--- config.mk ---
export PLATFORM = sky130hd
export DESIGN_NAME = bp_fe_ras_ckpt
export DESIGN_NICKNAME = d
export VERILOG_FILES = /design/src/rtl/bp_fe_ras_ckpt.sv
export SDC_FILE = /design/constraint.sdc
export NUM_CORES = 1
export LEC_CHECK = 0
export ABC_CLOCK_PERIOD_IN_PS = 3200
export CORE_MARGIN = 2
export CORE_UTILIZATION = 35
export DETAILED_ROUTE_END_ITERATION = 12
export GPL_ROUTABILITY_DRIVEN = 0
export HOLD_SLACK_MARGIN = 0.02
export SLEW_MARGIN = 5
export SYNTH_ARGS = -nofsm -noshare
export SYNTH_HDL_FRONTEND = slang
export SYNTH_SLANG_ARGS = --single-unit
--- constraint.sdc ---
create_clock -name clk_i -period 3.2 [get_ports clk_i]
set_input_delay 0.64 -clock clk_i [delete_from_list [all_inputs] [get_ports clk_i]]
set_output_delay 0.64 -clock clk_i [all_outputs]
set_load 0.005 [all_outputs]
--- src/rtl/bp_fe_ras_ckpt.sv ---
// Multi-entry return address stack with {count, tos} checkpoint export.
// A redirect reloads the checkpoint and replays the redirecting instruction's call/return.
module bp_fe_ras_ckpt #(
    parameter int vaddr_width_p = 39,
    parameter int ras_els_p     = 8,
    localparam int ptr_width_lp  = (ras_els_p <= 1) ? 1 : $clog2(ras_els_p),
    localparam int cnt_width_lp  = $clog2(ras_els_p + 1),
    localparam int ckpt_width_lp = cnt_width_lp + ptr_width_lp
) (
    input  logic                     clk_i,
    input  logic                     reset_i,
    input  logic                     call_i,
    input  logic                     return_i,
    input  logic [vaddr_width_p-1:0] addr_i,
    output logic [vaddr_width_p-1:0] tgt_o,
    output logic                     v_o,
    output logic [ckpt_width_lp-1:0] ckpt_o,
    input  logic                     restore_v_i,
    input  logic [ckpt_width_lp-1:0] restore_ckpt_i,
    input  logic                     restore_call_i,
    input  logic                     restore_return_i,
    input  logic [vaddr_width_p-1:0] restore_addr_i
);

    localparam logic [ptr_width_lp-1:0] tos_last_lp = ptr_width_lp'(ras_els_p - 1);
    localparam logic [cnt_width_lp-1:0] cnt_full_lp = cnt_width_lp'(ras_els_p);

    logic [vaddr_width_p-1:0] mem_q [ras_els_p];
    logic [vaddr_width_p-1:0] mem_d [ras_els_p];
    logic [ptr_width_lp-1:0]  tos_q, tos_d;
    logic [cnt_width_lp-1:0]  cnt_q, cnt_d;

    logic [ptr_width_lp-1:0]  base_tos;
    logic [cnt_width_lp-1:0]  base_cnt;
    logic                     op_push, op_pop;
    logic [vaddr_width_p-1:0] op_addr;

    assign tgt_o  = mem_q[tos_q];
    assign v_o    = (cnt_q != '0);
    assign ckpt_o = {cnt_q, tos_q};

    always_comb begin
        base_tos = restore_v_i ? restore_ckpt_i[ptr_width_lp-1:0] : tos_q;
        base_cnt = restore_v_i ? restore_ckpt_i[ckpt_width_lp-1:ptr_width_lp] : cnt_q;
        op_push  = restore_v_i ? restore_call_i   : call_i;
        op_pop   = restore_v_i ? restore_return_i : return_i;
        op_addr  = restore_v_i ? restore_addr_i   : addr_i;

        tos_d = base_tos;
        cnt_d = base_cnt;
        mem_d = mem_q;

        if (op_push && !op_pop) begin
            tos_d = (base_tos == tos_last_lp) ? '0 : base_tos + ptr_width_lp'(1);
            mem_d[tos_d] = op_addr;
            cnt_d = (base_cnt == cnt_full_lp) ? base_cnt : base_cnt + cnt_width_lp'(1);
        end else if (op_pop && !op_push) begin
            // Underflow leaves the base state untouched.
            if (base_cnt != '0) begin
                tos_d = (base_tos == '0) ? tos_last_lp : base_tos - ptr_width_lp'(1);
                cnt_d = base_cnt - cnt_width_lp'(1);
            end
        end else if (op_push && op_pop) begin
            mem_d[base_tos] = op_addr;
            if (base_cnt == '0) cnt_d = cnt_width_lp'(1);
        end
    end

    always_ff @(posedge clk_i) begin
        if (reset_i) begin
            tos_q <= '0;
            cnt_q <= '0;
            for (int unsigned i = 0; i < ras_els_p; i++) mem_q[i] <= '0;
        end else begin
            tos_q <= tos_d;
            cnt_q <= cnt_d;
            mem_q <= mem_d;
        end
    end

    always_ff @(posedge clk_i) begin
        if (!reset_i && restore_v_i) begin
            assert ((restore_ckpt_i[ptr_width_lp-1:0] <= tos_last_lp) &&
                    (restore_ckpt_i[ckpt_width_lp-1:ptr_width_lp] <= cnt_full_lp))
            else $error("bp_fe_ras_ckpt: illegal restore checkpoint 0x%0h", restore_ckpt_i);
        end
    end

endmodule

==> impl_metrics.py <==
metrics = {
    "status": {
        "status": "finished, final reports clean",
    },
    "place": {
        "dp_cells": 2220,
        "numPortBuffers": 138,
        "post-dp-hpwl_mm": 24.6,
    },
    "synth": {
        "yosysTopAreaCell": "dfxtp_1",
        "synth_commonest_cells": "dfxtp_1, nand2b_1, mux2i_1, nand2_1, o21ai_0",
        "synth.net_count": 1668,
        "yosys_warnings": 0,
        "ys_seq_elements": 319,
        "synth.area.top_cells": "dfxtp_1, mux2i_1, nand2b_1",
        "synth-async-reset-ratio_pct": 0,
        "syn_avg_cell_area_um2": 9.97,
        "synth_cell_types": 55,
        "synthFlopType": "dfxtp_1",
        "synth_top_area_share_pct": 40.8,
        "synth-seq-area-share_pct": 40.8,
        "synthCells": 1569,
        "synth.most_common_cell": "dfxtp_1",
        "synth_edf_count": 0,
        "netlist_area_um2": 15600,
    },
    "sta": {
        "whs_ps": 462,
        "fin_crit_ps": 3140,
        "tightestPinTransition_ps": 771,
        "clock.fmax_mhz": 318,
        "slew_viol_final": 0,
        "clock_skew_ps": 24.2,
        "hold_violations": 0,
        "setup_viol": 0,
        "slew_headroom_pct": 48.6,
        "fin_crit_sh_pct": 98.2,
    },
    "worst_setup_path": {
        "cp.required_ps": 2560,
        "critPathArrivalTime_ps": 2500,
        "endpoint_kind": "output port",
        "critPathKind": "reg2out",
        "start_kind": "flip-flop",
        "path_max_fanout": 23,
    },
    "pwr": {
        "fin_total_pwr_mw": 10.4,
        "clockPowerShare_pct": 40.2,
        "swShare_pct": 26.1,
        "seqPwrFrac_pct": 41.7,
        "p_per_area_nw_per_um2": 533,
        "p_int_mw": 7.65,
        "p_sw_mw": 2.70,
        "p_leak_nw": 7.51,
        "share_comb_of_total_power_pct": 18.1,
        "ir_drop_mv": 0.303,
    },
    "clock_tree": {
        "cts_sinks": 319,
        "path_clk_slew_ps": 60,
        "numCtsBuffers": 37,
        "root_buffer": "clkbuf_16",
        "clk_latency_ps": 530,
        "cts_tree": "yes",
        "cts_buffer_depth": 3,
        "cts.htree.levels": 2,
    },
    "global_route": {
        "grt_pass1_vias": 11447,
        "grt_pass1_wl_mm": 63.5,
        "grt_max_degree": 146,
        "antenna_found_initial": 0,
        "overflow": 0,
        "track_usage_pct": 17.1,
    },
    "route": {
        "drc": 0,
        "viasPerCell": 4.91,
        "wl_per_cell_um": 17.2,
        "vias": 11306,
        "finalWirelength_mm": 39.7,
        "drt_first_pass_iters": 5,
        "drt_iter0_drc": 698,
        "antenna_left": 0,
    },
    "finish": {
        "area_delta_synth_final_pct": 24.2,
        "drive_gt1_share_pct": 17.6,
        "nets": 1785,
        "instances_no_fill": 2301,
        "antenna_cells": 0,
    },
    "floorplanning": {
        "die_area_um2": 46400,
        "die_h_um": 215,
        "start_util_pct": 35.5,
        "die-width_um": 215,
        "row_count": 77,
        "io_pins": 139,
        "core_um2": 44100,
    },
    "min_path": {
        "hp-class": "reg2reg",
    },
    "flow_run": {
        "max_cap_viol_count": 0,
    },
}
registers in the layout, indices dropped and copies added (netlist names):
| register | cells |
|---|---|
| cnt_q | 4 |
| mem_q | 312 |
| tos_q | 3 |
worst paths after layout:
| kind | start | end | slack, ps | cells past startpoint |
|---|---|---|---|---|
| min | mem_q[27] | mem_q[27] | 460 | 2 |
| max reg2reg | tos_q[0] | mem_q[300] | 350 | 9 |
| min reg2reg | mem_q[27] | mem_q[27] | 460 | 2 |
| max | tos_q[0] | tgt_o[6] | 60 | 4 |
power by group through the flow:
stage | logic, mW | clock network [mW] | registers (mW)
4_1_cts | 1.91 | 4.26 | 4.31
6_report | 1.88 | 4.16 | 4.31
5_1_grt | 2.03 | 4.43 | 4.34
2_1_floorplan | 1.13 | 0 | 4.34
3_5_place_dp | 1.79 | 0 | 4.39
3_3_place_gp | 1.77 | 0 | 4.39
cell type report:
class | count | area (µm²)
Inverter | 8 | 30.0
Timing Repair Buffer | 202 | 2300
Tap cell | 592 | 741
Fill cell | 4223 | 24700
Clock buffer | 54 | 1150
Multi-Input combinational cell | 1118 | 8750
Clock inverter | 8 | 53.8
Sequential cell | 319 | 6390
cell usage in the layout (no fill, tap or decap), types with 17 or more instances in the layout:
master | netlist | final
nand2_1 | 166 | 166
dfxtp_1 | 319 | 316
nand2b_1 | 313 | 313
buf_12 | 0 | 18
o21ai_1 | 52 | 52
nor2_1 | 47 | 47
clkbuf_16 | 0 | 40
or2_2 | 39 | 39
mux4_2 | 78 | 78
clkdlybuf4s50_1 | 0 | 118
o21ai_0 | 106 | 106
buf_4 | 10 | 39
dlymetal6s2s_1 | 0 | 17
mux2i_1 | 200 | 200
mux2_2 | 43 | 43
routing by layer:
layer	global-route usage (%)	wire length, µm	up-vias
li1	-	-	5621
met1	22.6	18400	5460
met5	0	0	-
met2	29.6	19300	170
met4	3.72	612	0
met3	2.49	1290	55
through the flow:
stage          util, %  setup WS [ps]  TNS (ps)  cell area [µm²]
3_5_place_dp      40.6          -89.9     -4520            17900
3_3_place_gp      40.6          -38.3     -2110            17900
6_report          44.0           57.9         0            19400
2_1_floorplan        -            180         0            15600
5_1_grt           44.0          -3.81     -6.85            19400
4_1_cts           43.8          -37.0      -329            19300
cell families (layout without fill, tap and decap cells):
family / count (synthesis) / count (layout) / synth area share (%)
xor gates and xnor gates: 3 / 3 / 0.168
and+or+nand+nor: 590 / 590 / 20.3
DFF: 319 / 319 / 40.8
buffers and inverters: 132 / 272 / 3.83
muxes: 324 / 324 / 27.4
adders and majority gates: 7 / 7 / 0.560
AOI/OAI and AO/OA: 194 / 194 / 6.90
worst max-delay path, cell delays in order (launching register included):
cell	delay [ps]
dfxtp_4	440
bufbuf_16	390
mux4_2	340
mux2_2	290
clkdlybuf4s50_1	500
timing repair:
action | CTS | global route
hold buffers | 0 | 0
resized for setup | 5 | 19
setup endpoints to repair | 34 | 27
endpoints found under the hold margin | 0 | 0
setup buffers | 6 | 9
gates cloned | 5 | 0
Power figures use the tool's default switching activity.
